$ cat src/rtl/ram_pkg.sv
// Shared types and default widths for the two-port RAM arbiter slice.
package ram_pkg;

   localparam int RAM_ADDR_W = 4;
   localparam int RAM_DATA_W = 4;

   typedef enum logic {OWN_A = 1'b0, OWN_B = 1'b1} owner_t;
   typedef enum logic {ST_INIT = 1'b0, ST_RUN = 1'b1} state_t;

endpackage

$ cat src/rtl/rr_arb2.sv
// Two-input round-robin arbiter: combinational one-hot grant, priority flips to
// the other side after every accepted grant.
module rr_arb2
   import ram_pkg::*;
(
   input  logic       clk,
   input  logic       rst_n,
   input  logic [1:0] req,
   input  logic       advance,
   output logic [1:0] gnt
);

   owner_t r_prio;

   always_comb begin
      gnt = req;
      if (req == 2'b11) gnt = (r_prio == OWN_A) ? 2'b01 : 2'b10;
   end

   always_ff @(posedge clk or negedge rst_n) begin
      if (!rst_n)       r_prio <= OWN_A;
      else if (advance) r_prio <= gnt[0] ? OWN_B : OWN_A;
   end

endmodule

$ cat src/rtl/ram_arbiter.sv
// Two-requester front end for a single-port RAM: zero-fill after reset, then one
// round-robin grant per cycle; read data returns to its owner two cycles after accept.
module ram_arbiter
   import ram_pkg::*;
#(
   parameter int ADDR_W = RAM_ADDR_W,
   parameter int DATA_W = RAM_DATA_W
) (
   input  logic              clk,
   input  logic              rst_n,
   input  logic              a_req_valid,
   output logic              a_req_ready,
   input  logic              a_req_we,
   input  logic [ADDR_W-1:0] a_req_addr,
   input  logic [DATA_W-1:0] a_req_wdata,
   output logic              a_rsp_valid,
   output logic [DATA_W-1:0] a_rsp_rdata,
   input  logic              b_req_valid,
   output logic              b_req_ready,
   input  logic              b_req_we,
   input  logic [ADDR_W-1:0] b_req_addr,
   input  logic [DATA_W-1:0] b_req_wdata,
   output logic              b_rsp_valid,
   output logic [DATA_W-1:0] b_rsp_rdata,
   output logic              ram_we,
   output logic [ADDR_W-1:0] ram_addr,
   output logic [DATA_W-1:0] ram_wdata,
   input  logic [DATA_W-1:0] ram_rdata,
   output logic              init_done
);

   state_t            r_state;
   logic [ADDR_W-1:0] r_init_cnt;
   logic              r_init_last;
   logic              r_init_done;
   logic              r_ram_we;
   logic [ADDR_W-1:0] r_ram_addr;
   logic [DATA_W-1:0] r_ram_wdata;
   logic              r_cmd_rd;
   owner_t            r_cmd_owner;
   logic              r_rsp_pend;
   owner_t            r_rsp_owner;

   logic [1:0]        w_req;
   logic [1:0]        w_gnt;
   logic              w_acc;
   owner_t            w_win;
   logic              w_sel_we;
   logic [ADDR_W-1:0] w_sel_addr;
   logic [DATA_W-1:0] w_sel_wdata;

   // Requests are invisible to the arbiter until the zero-fill has finished.
   assign w_req = {b_req_valid, a_req_valid} & {2{r_state == ST_RUN}};

   rr_arb2 u_arb (
      .clk     (clk),
      .rst_n   (rst_n),
      .req     (w_req),
      .advance (w_acc),
      .gnt     (w_gnt)
   );

   assign a_req_ready = w_gnt[0];
   assign b_req_ready = w_gnt[1];
   assign w_acc       = |w_gnt;
   assign w_win       = w_gnt[1] ? OWN_B : OWN_A;
   assign w_sel_we    = (w_win == OWN_B) ? b_req_we    : a_req_we;
   assign w_sel_addr  = (w_win == OWN_B) ? b_req_addr  : a_req_addr;
   assign w_sel_wdata = (w_win == OWN_B) ? b_req_wdata : a_req_wdata;

   always_ff @(posedge clk or negedge rst_n) begin
      if (!rst_n) begin
         r_state     <= ST_INIT;
         r_init_cnt  <= '0;
         r_init_last <= 1'b0;
         r_init_done <= 1'b0;
         r_ram_we    <= 1'b0;
         r_ram_addr  <= '0;
         r_ram_wdata <= '0;
         r_cmd_rd    <= 1'b0;
         r_cmd_owner <= OWN_A;
         r_rsp_pend  <= 1'b0;
         r_rsp_owner <= OWN_A;
      end else begin
         r_rsp_pend  <= r_cmd_rd;
         r_rsp_owner <= r_cmd_owner;
         case (r_state)
            ST_INIT: begin
               r_cmd_rd <= 1'b0;
               // r_init_last marks that the all-ones address write is already on the RAM ports.
               if (r_init_last) begin
                  r_state     <= ST_RUN;
                  r_init_done <= 1'b1;
                  r_ram_we    <= 1'b0;
               end else begin
                  r_ram_we    <= 1'b1;
                  r_ram_addr  <= r_init_cnt;
                  r_ram_wdata <= '0;
                  r_init_last <= (r_init_cnt == '1);
                  r_init_cnt  <= r_init_cnt + ADDR_W'(1);
               end
            end
            ST_RUN: begin
               if (w_acc) begin
                  r_ram_we    <= w_sel_we;
                  r_ram_addr  <= w_sel_addr;
                  r_ram_wdata <= w_sel_wdata;
                  r_cmd_rd    <= !w_sel_we;
                  r_cmd_owner <= w_win;
               end else begin
                  r_ram_we <= 1'b0;
                  r_cmd_rd <= 1'b0;
               end
            end
            default: r_state <= ST_INIT;
         endcase
      end
   end

   assign ram_we      = r_ram_we;
   assign ram_addr    = r_ram_addr;
   assign ram_wdata   = r_ram_wdata;
   assign init_done   = r_init_done;
   assign a_rsp_valid = r_rsp_pend && (r_rsp_owner == OWN_A);
   assign b_rsp_valid = r_rsp_pend && (r_rsp_owner == OWN_B);
   assign a_rsp_rdata = ram_rdata;
   assign b_rsp_rdata = ram_rdata;

endmodule

$ cat config.mk
export PLATFORM = sky130hd
export DESIGN_NAME = ram_arbiter
export DESIGN_NICKNAME = d
export VERILOG_FILES = /design/src/rtl/ram_pkg.sv /design/src/rtl/rr_arb2.sv /design/src/rtl/ram_arbiter.sv
export SDC_FILE = /design/constraint.sdc
export NUM_CORES = 1
export LEC_CHECK = 0
export CORE_MARGIN = 5
export CORE_UTILIZATION = 42
export DETAILED_ROUTE_END_ITERATION = 7
export PLACE_DENSITY = 0.92
export SYNTH_ARGS = -nofsm -noshare
export SYNTH_HDL_FRONTEND = slang
export SYNTH_SLANG_ARGS = --single-unit
$ cat constraint.sdc
create_clock -name clk -period 3 [get_ports clk]
set_input_delay 0.6 -clock clk [delete_from_list [all_inputs] [get_ports clk]]
set_output_delay 0.6 -clock clk [all_outputs]
set_load 0.05 [all_outputs]
==> impl_metrics.toml <==
[run_status]
status = "finished clean"

[global_routing]
grt_max_degree = 22
grt_overflow = 0
grt_pass1_vias = 766
grt_util_met1 = 0.1575
track_usage = 0.1275
grt_busiest_layer = "met2"
grt_use_met3 = 0.05702
grt_pass1_wl_um = 3305
grtUsageMet2 = 0.1802
antenna_found_initial = 0

[hold_path]
hold_class = "reg -> reg"

[drt]
routedWlPerCell_um = 13.78
drc = 0
num_vias = 702
first_pass_iters = 3
drt_iter0_markers = 14
finalWirelength_um = 1998
ant_nets = 0
vias_per_cell = 4.841

[clocking]
clockBufferDepth = 2
post_cts_buffers = 0
clk_latency_ns = 0.30
hold_buffers = 0
cts_tree = "yes"
numCtsBuffers = 3
cts.sinks = 21
post_cts_resize_count = 0
cts_root_buffer = "clkbuf_4"
cts-htree-levels = 1
clk_pin_slew_ns = 0.11

[final_layout]
final.fill_count = 190
area_growth_pct = 33.16
antenna_cells = 0
drive_gt1_frac = 0.09402
nets = 145

[sta]
setup_violations = 0
max_freq_mhz = 443.1
slew_headroom = 0.4060
worstMarginPinSlew_ns = 0.8883
rsz0062_at_grt = "false"
drv_slew = 0
hold_viol = 0
clock_skew_ns = 0.0004690
tns_ns = 0
period_share = 0.7523
period_minus_slack_ns = 2.257

[place]
placement.io_buffers = 35
place_congestion = 0.7783
dp_hpwl_um = 1631

[logic_synthesis]
ys_warn_count = 0
ys_ff_latch = 21
syn_avg_cell_area_um2 = 11.11
syn-cell-area_um2 = 988.4
syn_nets = 116
yosysSeqAreaShare = 0.5316
synth_cell_types = 25
postSynthCellCount = 89

[floorplan]
core-area_mm2 = 0.002233
initial_core_util = 0.4426
die_h_um = 58.51
die_area_mm2 = 0.003423
pin_count = 48
rows = 17
die_w_um = 58.51

[flow_run]
max-cap-violations = 0

[power_and_ir_drop]
fin_total_pwr_mw = 0.6184
netSwitchingPower_mw = 0.1954
p_clk_frac = 0.217
p_int_mw = 0.4229
sw_frac_of_total = 0.3160
p_per_area_mw_per_mm2 = 469.8
leakagePower_nw = 0.5781
seq_power_share = 0.507
comb_power_share = 0.276
ir_drop_v = 0.0002526

[setup_path]
worst_ep_required_time_ns = 2.40
endpoint_kind = "primary output"
arrival_ns = 1.66
path_max_fanout = 7
path_class = "in -> out"
startpoint_type = "input pin"
-- metrics by stage --
step | hold slack (ns) | utilization | setup slack [ns] | instances | cell area (um^2)
finish | 0.3645 | 0.5894 | 0.7431 | 145 | 1316
global route | 0.3734 | 0.5894 | 0.6617 | 145 | 1316
CTS | 0.3629 | 0.5894 | 0.7414 | 145 | 1316
detailed placement | 0.3364 | 0.5770 | 0.7398 | 141 | 1289
global placement | 0.3333 | 0.5770 | 0.7886 | 141 | 1289
floorplan | 0.3044 | - | 0.9577 | 89 | 988.4
-- power groups by stage --
| stage | Clock, mW | Sequential [mW] | Combinational, mW |
|---|---|---|---|
| finish | 0.134 | 0.314 | 0.171 |
| global route | 0.150 | 0.316 | 0.180 |
| CTS | 0.137 | 0.314 | 0.172 |
| detailed placement | 0 | 0.319 | 0.172 |
| global placement | 0 | 0.318 | 0.169 |
| floorplan | 0 | 0.364 | 0.0802 |
-- path summary, 6_finish.rpt --
check	to	start	slack (ns)	cells after the start
max	b_req_ready	a_req_valid	0.74	4
min	r_rsp_pend	r_cmd_rd	0.36	0
max reg2reg	ram_addr[2]	r_state	1.56	4
min reg2reg	r_rsp_pend	r_cmd_rd	0.36	0
max in group asynchronous	ram_wdata[2]	rst_n	1.67	1
min in group asynchronous	ram_addr[3]	rst_n	0.79	1
-- layout by cell type (no fill, tap or decap) --
master,n
inv_1,1
xor2_1,1
nor3b_1,3
nand2b_1,1
nor2_1,3
clkinv_2,1
nand3_1,1
dfrtp_1,21
and3_4,1
mux2i_1,10
nor2b_1,4
and2_1,1
a21oi_1,5
a31o_2,1
buf_4,3
o21ai_0,5
nand2_1,7
a21o_1,3
clkdlybuf4s50_1,33
mux2_2,1
o21ai_1,4
xnor2_1,2
ha_1,1
clkbuf_4,3
or2_2,1
-- Yosys cell counts --
library cell,instances,share of area
buf_6,1,0.011
mux2_2,1,0.011
nand2_1,7,0.027
inv_1,1,0.0038
a21oi_1,5,0.025
mux2i_1,10,0.10
buf_2,1,0.0051
buf_4,9,0.068
and2_1,1,0.0063
a31o_2,1,0.0089
nor2b_1,4,0.025
nor2_1,3,0.011
nand2b_1,1,0.0063
and3_4,1,0.011
o21ai_1,4,0.020
xor2_1,1,0.0089
xnor2_1,2,0.018
o21ai_0,5,0.025
ha_1,1,0.013
or2_2,1,0.0063
clkbuf_1,1,0.0038
a21o_1,3,0.023
dfrtp_1,21,0.53
nor3b_1,3,0.023
nand3_1,1,0.0051
-- worst max-delay path: stages --
cell             delay [ns]
clkdlybuf4s50_1        0.46
nand2b_1               0.12
and3_4                 0.26
buf_4                  0.22
-- layout make-up --
cell class                 instances  area [um^2]  share of cell area
inverter                           1        3.754            0.002852
clock inverter                     1        5.005            0.003802
clock buffer                       3        22.52             0.01711
timing repair buffer              36        352.8              0.2681
tap                               28        35.03             0.02662
sequential                        21        525.5              0.3992
multi-input combinational         55        371.6              0.2823
-- cells by family (layout without fill, tap and decap cells) --
logic type,Yosys count,count (layout),share of synthesized area
simple gates,22,22,0.1215
flops,21,21,0.5316
compound gates,18,18,0.1025
buf+inv,13,41,0.09239
mux,11,11,0.1127
xor+xnor,3,3,0.02659
fa+ha+maj,1,1,0.01266
-- routing by layer --
| layer | up-vias | routed length, um |
|---|---|---|
| met5 | - | 0 |
| met3 | 4 | 243 |
| li1 | 347 | - |
| met2 | 32 | 863 |
| met1 | 319 | 868 |
| met4 | 0 | 23 |
No activity file was read; power rests on OpenSTA's default activity.
==> variant: new RTL, same flow settings <==
The package constant `RAM_DATA_W` goes from 4 to 3.
--- a/src/rtl/ram_pkg.sv
+++ b/src/rtl/ram_pkg.sv
@@ -2,7 +2,7 @@
 package ram_pkg;
 
    localparam int RAM_ADDR_W = 4;
-   localparam int RAM_DATA_W = 4;
+   localparam int RAM_DATA_W = 3;
 
    typedef enum logic {OWN_A = 1'b0, OWN_B = 1'b1} owner_t;
    typedef enum logic {ST_INIT = 1'b0, ST_RUN = 1'b1} state_t;
Ports: changed (6 resized); port bits go from 48 to 42. The function was not compared with the original's and may differ.
==> variant against the unedited design <==
Worst setup slack got worse by 0.015 ns. First-iteration DRC count decreased by 29%. Synthesized area decreased by 6.3%. Cell area decreased by 5.3%. Clock skew increased by 0.0015 ns. Non-clock buffer count decreased by 4. Synthesized cell count decreased by 7.9%. Count of clock-buffer cells in the layout increased by 1. Via count increased by 0.71%. Sequential cell count decreased by 1. Routed wire length increased by 2.4%. Total power decreased by 2.8%. Critical path type unchanged.
==> variant: results (changes against the unedited design) <==
outcome=complete, no violations; GRT Total Usage=0.137 (+0.00926); adder-cell share of the synthesized area=0.0135 (+0.000855); VDD IR-drop max=0.000290 V (+15%); worst skew pair latency=roughly 0.29 ns; power in sequential cells=0.296 mW (-6%); fraction of synthesized area in multiplexers=0.109 (-0.00320); # port buffers=32 (-8.6%); top post-synthesis cells by area=dfrtp_1 (54%), mux2i_1 (9.7%), buf_4 (4.9%); CP peak stage delay=0.54 ns (+0.08 ns); global-route wire length before repair=3480 um (+5.4%); routed wl met3=212 um (-13%); Synth Area per Inst=11.3 um^2 (+1.7%); met1 wire length=750 um (-14%); routing usage on met3=0.0475 (-0.00951); gp weighted congestion=0.760 (-2.4%); via count=707 (+0.71%); First-pass DRT Iterations=4 (+1); max_slew headroom=0.419 (+0.0135); routing usage on met1=0.143 (-0.0146); compound-gate portion of the synthesized area=0.107 (+0.00423); pre-CTS setup slack=0.743 ns (+0.00316 ns); Layout Skew=0.00198 ns (+0.00151 ns); placed insts=133 (-5.7%); Flop pwr share=0.492 (-0.015); met2 wire len=1040 um (+21%); fraction of registers with async set/reset=1.00 (unchanged); commonest cells in the netlist=dfrtp_1 (20), mux2i_1 (9), o21ai_0 (7); register area share after synthesis=0.541 (+0.00889); vias in the first global route=792 (+3.4%); GR Layer Usage met2=0.250 (+0.0694); Routed wire per std cell=14.9 um (+8.3%); largest net degree at the start of global routing=21 (-4.5%); 1st-iter DRT viols=10 (-4); hpwl dp=1600 um (-1.9%); syn_nets=106 (-8.6%); Switching Fraction=0.292 (-0.0240); Final Non-Filler Cells=137 (-5.5%); Crit Path Max Fanout=4 (-3)
[variant: cell families after synthesis]
kind of cell | after synthesis
AO/OA/AOI/OAI | 17
XOR/XNOR | 3
adder cells (fa/ha/maj) | 1
buffers and inverters | 10
flip-flops | 20
multiplexers | 10
AND/OR/NAND/NOR | 21
[variant: layout make-up]
class / count / area (um^2)
repair buffers: 32 / 315
clock buffers: 4 / 36.3
well taps: 28 / 35.0
fillers: 185 / 902
multi-input cells: 52 / 355
flip-flops and latches: 20 / 500
inverters: 1 / 3.75
[variant: path summary, 6_finish.rpt]
path	start	endpoint	slack, ns	cells after the start
worst max register to register	r_state	ram_addr[2]	1.60	4
max in group asynchronous	rst_n	r_state	1.68	1
worst min register to register	r_cmd_rd	r_rsp_pend	0.36	0
worst max-delay path	a_req_valid	a_req_ready	0.73	4
min in group asynchronous	rst_n	r_rsp_owner	0.79	1
worst min-delay path	r_cmd_rd	r_rsp_pend	0.36	0
